<file path="src/rtl/tod_pkg.sv">
// Shared types, limits and arithmetic helpers for the time-of-day counter.
package tod_pkg;

  typedef enum logic [1:0] {
    RUN       = 2'd0,
    SET_HOURS = 2'd1,
    SET_MINS  = 2'd2
  } tod_state_t;

  localparam logic [7:0] HOURS_MAX = 8'd23;
  localparam logic [7:0] MINS_MAX  = 8'd59;
  localparam logic [7:0] SECS_MAX  = 8'd59;

  // Compare-to-max then clear, so a field can never leave its legal range.
  function automatic logic [7:0] inc_wrap(input logic [7:0] val, input logic [7:0] max);
    if (val >= max) begin
      return 8'd0;
    end else begin
      return val + 8'd1;
    end
  endfunction

  function automatic logic [7:0] to_bcd(input logic [7:0] val);
    return {4'(val / 8'd10), 4'(val % 8'd10)};
  endfunction

endpackage

</file>
<file path="src/rtl/edge_pulse.sv">
// Rising-edge detector for one debounced button level; pulse is high for the
// single cycle in which the level is first sampled high.
module edge_pulse (
  input  logic clk,
  input  logic reset_n,
  input  logic btn,
  output logic pulse
);

  logic btn_q_r;

  // One-cycle history of the button level.
  always_ff @(posedge clk or negedge reset_n) begin
    if (!reset_n) begin
      btn_q_r <= 1'b0;
    end else begin
      btn_q_r <= btn;
    end
  end

  assign pulse = btn & ~btn_q_r;

endmodule

</file>
<file path="src/rtl/time_of_day_counter.sv">
// 24-hour binary time-of-day counter with 1 Hz prescaler and button set mode.
// Define TOD_BCD_OUT_EN to add registered packed-BCD hours/minutes outputs.
module time_of_day_counter
  import tod_pkg::*;
#(
  parameter int CLK_HZ = 50_000_000
) (
  input  logic       clk,
  input  logic       reset_n,
  input  logic       btn_set_time,
  input  logic       btn_inc_hours,
  input  logic       btn_inc_mins,
  output logic [7:0] real_hours,
  output logic [7:0] real_mins,
  output logic [7:0] real_secs,
  output logic       sec_tick,
  output logic       setting_active
`ifdef TOD_BCD_OUT_EN
  ,
  output logic [7:0] hours_bcd,
  output logic [7:0] mins_bcd
`endif
);

  localparam int PW = (CLK_HZ > 1) ? $clog2(CLK_HZ) : 1;
  localparam logic [PW-1:0] PRESC_MAX = PW'(CLK_HZ - 1);

  tod_state_t    state_r, state_nxt_s;
  logic [PW-1:0] presc_r, presc_nxt_s;
  logic          sec_tick_r, tick_nxt_s;
  logic [7:0]    hours_r, hours_nxt_s;
  logic [7:0]    mins_r, mins_nxt_s;
  logic [7:0]    secs_r, secs_nxt_s;
  logic          set_ev_s, inc_h_ev_s, inc_m_ev_s;

  edge_pulse u_set_edge (.clk(clk), .reset_n(reset_n), .btn(btn_set_time),  .pulse(set_ev_s));
  edge_pulse u_hrs_edge (.clk(clk), .reset_n(reset_n), .btn(btn_inc_hours), .pulse(inc_h_ev_s));
  edge_pulse u_min_edge (.clk(clk), .reset_n(reset_n), .btn(btn_inc_mins),  .pulse(inc_m_ev_s));

  // Next-state, prescaler and time arithmetic for all three modes.
  always_comb begin
    state_nxt_s = state_r;
    presc_nxt_s = presc_r;
    tick_nxt_s  = 1'b0;
    hours_nxt_s = hours_r;
    mins_nxt_s  = mins_r;
    secs_nxt_s  = secs_r;
    case (state_r)
      RUN: begin
        // A tick is suppressed if we are about to leave RUN, so none leaks into set mode.
        if (presc_r == PRESC_MAX) begin
          presc_nxt_s = '0;
          tick_nxt_s  = ~set_ev_s;
        end else begin
          presc_nxt_s = presc_r + PW'(1);
          tick_nxt_s  = 1'b0;
        end
        if (sec_tick_r) begin
          secs_nxt_s = inc_wrap(secs_r, SECS_MAX);
          if (secs_r >= SECS_MAX) begin
            mins_nxt_s = inc_wrap(mins_r, MINS_MAX);
            if (mins_r >= MINS_MAX) begin
              hours_nxt_s = inc_wrap(hours_r, HOURS_MAX);
            end else begin
              hours_nxt_s = hours_r;
            end
          end else begin
            mins_nxt_s = mins_r;
          end
        end else begin
          secs_nxt_s = secs_r;
        end
        if (set_ev_s) begin
          state_nxt_s = SET_HOURS;
        end else begin
          state_nxt_s = RUN;
        end
      end
      SET_HOURS: begin
        if (inc_h_ev_s) begin
          hours_nxt_s = inc_wrap(hours_r, HOURS_MAX);
        end else begin
          hours_nxt_s = hours_r;
        end
        if (set_ev_s) begin
          state_nxt_s = SET_MINS;
        end else begin
          state_nxt_s = SET_HOURS;
        end
      end
      SET_MINS: begin
        if (inc_m_ev_s) begin
          mins_nxt_s = inc_wrap(mins_r, MINS_MAX);
        end else begin
          mins_nxt_s = mins_r;
        end
        if (set_ev_s) begin
          state_nxt_s = RUN;
          secs_nxt_s  = 8'd0;
          presc_nxt_s = '0;
        end else begin
          state_nxt_s = SET_MINS;
        end
      end
      default: begin
        state_nxt_s = RUN;
      end
    endcase
  end

  // State, prescaler, tick and time registers.
  always_ff @(posedge clk or negedge reset_n) begin
    if (!reset_n) begin
      state_r    <= RUN;
      presc_r    <= '0;
      sec_tick_r <= 1'b0;
      hours_r    <= 8'd0;
      mins_r     <= 8'd0;
      secs_r     <= 8'd0;
    end else begin
      state_r    <= state_nxt_s;
      presc_r    <= presc_nxt_s;
      sec_tick_r <= tick_nxt_s;
      hours_r    <= hours_nxt_s;
      mins_r     <= mins_nxt_s;
      secs_r     <= secs_nxt_s;
    end
  end

  assign real_hours     = hours_r;
  assign real_mins      = mins_r;
  assign real_secs      = secs_r;
  assign sec_tick       = sec_tick_r;
  assign setting_active = (state_r != RUN);

`ifdef TOD_BCD_OUT_EN
  logic [7:0] hours_bcd_r, mins_bcd_r;

  // BCD copies computed from the same next values so they change with the binary outputs.
  always_ff @(posedge clk or negedge reset_n) begin
    if (!reset_n) begin
      hours_bcd_r <= 8'h00;
      mins_bcd_r  <= 8'h00;
    end else begin
      hours_bcd_r <= to_bcd(hours_nxt_s);
      mins_bcd_r  <= to_bcd(mins_nxt_s);
    end
  end

  assign hours_bcd = hours_bcd_r;
  assign mins_bcd  = mins_bcd_r;
`endif

endmodule
</file>
<file path="config.mk">
export PLATFORM = sky130hd
export DESIGN_NAME = time_of_day_counter
export DESIGN_NICKNAME = d
export VERILOG_FILES = /design/src/rtl/tod_pkg.sv /design/src/rtl/edge_pulse.sv /design/src/rtl/time_of_day_counter.sv
export SDC_FILE = /design/constraint.sdc
export NUM_CORES = 1
export LEC_CHECK = 0
export BUFFER_PORTS_ARGS = -buffer_cell sky130_fd_sc_hd__buf_2
export CORE_MARGIN = 2
export CORE_UTILIZATION = 45
export DETAILED_ROUTE_END_ITERATION = 12
export MAX_ROUTING_LAYER = met4
export PLACE_DENSITY = 0.66
export REMOVE_ABC_BUFFERS = 1
export SYNTH_ARGS = -nofsm -noshare
export SYNTH_HDL_FRONTEND = slang
export SYNTH_SLANG_ARGS = --single-unit
</file>
<file path="constraint.sdc">
create_clock -name clk -period 1.75 [get_ports clk]
set_input_delay 0.2625 -clock clk [delete_from_list [all_inputs] [get_ports clk]]
set_output_delay 0.2625 -clock clk [all_outputs]
set_load 0.02 [all_outputs]
</file>
==> out/summary.txt <==
HP Start: btn_inc_mins
Met1 Use GR: 27.8%
Hold Crit Depth: 1
Worst Skew: 0.0124 ns
Synthesized area: 2950 um^2
Layout cells sized above 1: 40.0%
Worst vdd ir: 0.000803 V
Data arrival, critical path: 2.09 ns
Initial antenna violation count: 0
R2r endpoint: presc_r[16]$_DFFE_PN0P_
Area of the core: 6350 um^2
R2R Setup Slk: -0.13 ns
Routed vias/inst: 5.75
RSZ-0062 raised after global routing: yes
Grt met2 use: 34.2%
Clock Path Buffers: 2
IO buf count: 30
I/O Pins: 31
GRT overflow: 0
Vias in the first global route: 2603
Synth cell count leaders: dfrtp_1 (56), nand2_1 (36), a31oi_1 (21)
Post-synth top area share: 47.5%
FFs w/ async S/R, synth: 100%
Slew @ Worst Pin: 0.493 ns
Syn Area/Cell: 9.57 um^2
Setup WS post-layout: -0.132 ns
Synth cell types: 51
Power Density: 1500 nW/um^2
Fin crit period: 1.88 ns
Top post-synthesis cells by area: dfrtp_1 (48%), nand2_1 (4.6%), a31oi_1 (4.5%), o21ai_0 (3.4%), nand3_1 (2.7%)
Crit path max fanout: 3
Ys Warns: 0
Initial Utilization: 46.4%
Die width: 84.9 um
Largest net degree at the start of global routing: 57
Hold Path Class: in -> reg
Crit share post-route: 108%
DP Cell Count: 458
Most common cell in the netlist: dfrtp_1
First-pass GRT wire length: 12000 um
Full die area: 7210 um^2
Final slew viol count: 0
TritonRoute pass-1 iters: 4
Die height: 84.9 um
Worst Reg-to-Reg Cells: 8
Slew HR: 66.8%
Synthesized instance count: 308
Area added between synthesis and finish: 39.2%
Tot GR Track Use: 21.1%
Critical path startpoint category: flip-flop
Row count: 29
DRC Markers: 0
Avg WL per Cell: 15.6 um
Clk root buf: clkbuf_8
CTS H-tree lvls: 2
Clk slew on worst S/H paths: 0.11 ns
Critical path class: reg -> reg
Number of synthesized flops with an enable pin: 0
Worst EP required: 1.96 ns
Met3 track demand over resource: 3.79%
Status: finished, violations left
CTS tree: yes
DRT iter0 DRCs: 185
Leak pwr: 0.00190 uW
Pre-CTS setup slack: -0.176 ns
Final setup viols: 25
Synth Flop Type: dfrtp_1
Vias post-DR: 2773
Antenna cells: 0
Clk sinks: 56
Max frequency: 0.531 GHz
ANT nets after route: 0
Sequential area share after synthesis: 47.5%
Endpoint of the worst hold path: u_min_edge.btn_q_r$_DFF_PN0_
Max-cap violation count: 0
Post-synthesis register bit count: 56
Worst Setup End Kind: flip-flop
HPWL after DPL: 4770 um
Final RePlAce weighted congestion: 0.792
Total Wirelength: 7500 um
Most Crowded Layer GR: met2
Final std cells w/o fill: 482
Reg-to-reg startpoint: presc_r[9]$_DFFE_PN0P_
Clk_lat worst skew: 0.32 ns
Hold Violations, Final: 0
TritonCTS buffer count: 5
Area leader, netlist: dfrtp_1
Nets: 413
Failing checks: setup timing
[per-stage QoR]
| step | power (uW) | setup TNS [ns] | instance area, um^2 | hold slack (ns) | utilization, % |
|---|---|---|---|---|---|
| final | 6140 | -1.43 | 4100 | 0.0541 | 64.6 |
| after CTS | 5880 | -0.639 | 3900 | 0.0534 | 61.4 |
| after floorplan | 3350 | -8.18 | 2840 | -0.0331 | - |
| after global routing | 6540 | -4.16 | 4100 | 0.0463 | 64.6 |
| after global placement | 4520 | -1.41 | 3560 | 0.292 | 56.1 |
| after detailed placement | 4600 | -2.21 | 3560 | 0.283 | 56.1 |
[cell usage in the layout, fill, tap and decap left out, types with 9 or more instances in the layout]
master,count
buf_4,63
dfrtp_1,53
nand2_1,34
buf_2,30
a31oi_1,20
nor2_1,13
nand3_1,13
o21ai_0,13
a21oi_1,9
nand2b_1,9
[flip-flops by register name, indices dropped and copies added, names as in the netlist]
| signal | flops |
|---|---|
| u_set_edge.btn_q_r | 1 |
| state_r | 2 |
| u_hrs_edge.btn_q_r | 1 |
| real_secs | 8 |
| u_min_edge.btn_q_r | 1 |
| real_mins | 8 |
| real_hours | 8 |
| presc_r | 26 |
| sec_tick | 1 |
[worst max-delay path, stage by stage, from the launching register on]
cell and delay, ns:
dfrtp_1 0.41, buf_6 0.13, buf_6 0.09, nand4_1 0.13
nor4_2 0.27, buf_4 0.18, nand2_2 0.05, mux2_4 0.29
a32o_1 0.21
[power breakdown]
group | internal, uW | switching (uW)
sequential | 1650 | 358
clock | 432 | 459
combinational | 1580 | 1660
total | 3670 | 2470
[timing repair]
| action | 4_1_cts | 5_1_grt |
|---|---|---|
| endpoints found under the hold margin | 56 | 0 |
| gates resized for setup | 25 | 48 |
| setup endpoints to repair | 36 | 45 |
| pin swaps | 17 | 15 |
| gates cloned | 2 | 0 |
| hold buffers | 1 | 0 |
| setup buffers | 9 | 7 |
[worst max-delay path by stage]
stage                                        start                   endpoint  slack (ns)  cells after the start
after detailed placement  real_secs[0]$_DFFE_PN0P_  real_hours[0]$_DFFE_PN0P_       -0.18                      6
after floorplan             presc_r[0]$_DFFE_PN0P_    presc_r[16]$_DFFE_PN0P_       -0.70                      6
after CTS                 real_mins[0]$_DFFE_PN0P_  real_hours[0]$_DFFE_PN0P_       -0.07                      6
final                       presc_r[9]$_DFFE_PN0P_    presc_r[16]$_DFFE_PN0P_       -0.13                      8
after global placement    real_secs[0]$_DFFE_PN0P_  real_hours[0]$_DFFE_PN0P_       -0.15                      6
after global routing        presc_r[9]$_DFFE_PN0P_    presc_r[20]$_DFFE_PN0P_       -0.23                      9
[metal layers]
metal / share of wire [%] / wire [um]
met1: 45 / 3390
met2: 49 / 3660
met3: 4.4 / 331
met4: 1.5 / 112
met5: 0 / 0
[cells by family after synthesis]
kind of cell | count (synthesis) | share of synthesized area [%]
buffers and inverters | 24 | 4.46
multiplexers | 5 | 1.78
adder cells (fa/ha/maj) | 4 | 1.70
AO/OA/AOI/OAI | 95 | 21.6
XOR/XNOR | 2 | 0.594
AND/OR/NAND/NOR | 122 | 22.3
flip-flops | 56 | 47.5
[area by class of cell]
class / count / area (um^2)
multi-input combinational: 228 / 1650
tap: 77 / 96.3
timing repair buffer: 106 / 811
inverter: 7 / 26.3
clock inverter: 3 / 46.3
sequential: 56 / 1410
fill: 503 / 2250
clock buffer: 5 / 68.8
Note: power is estimated with default switching activity, not from simulation.
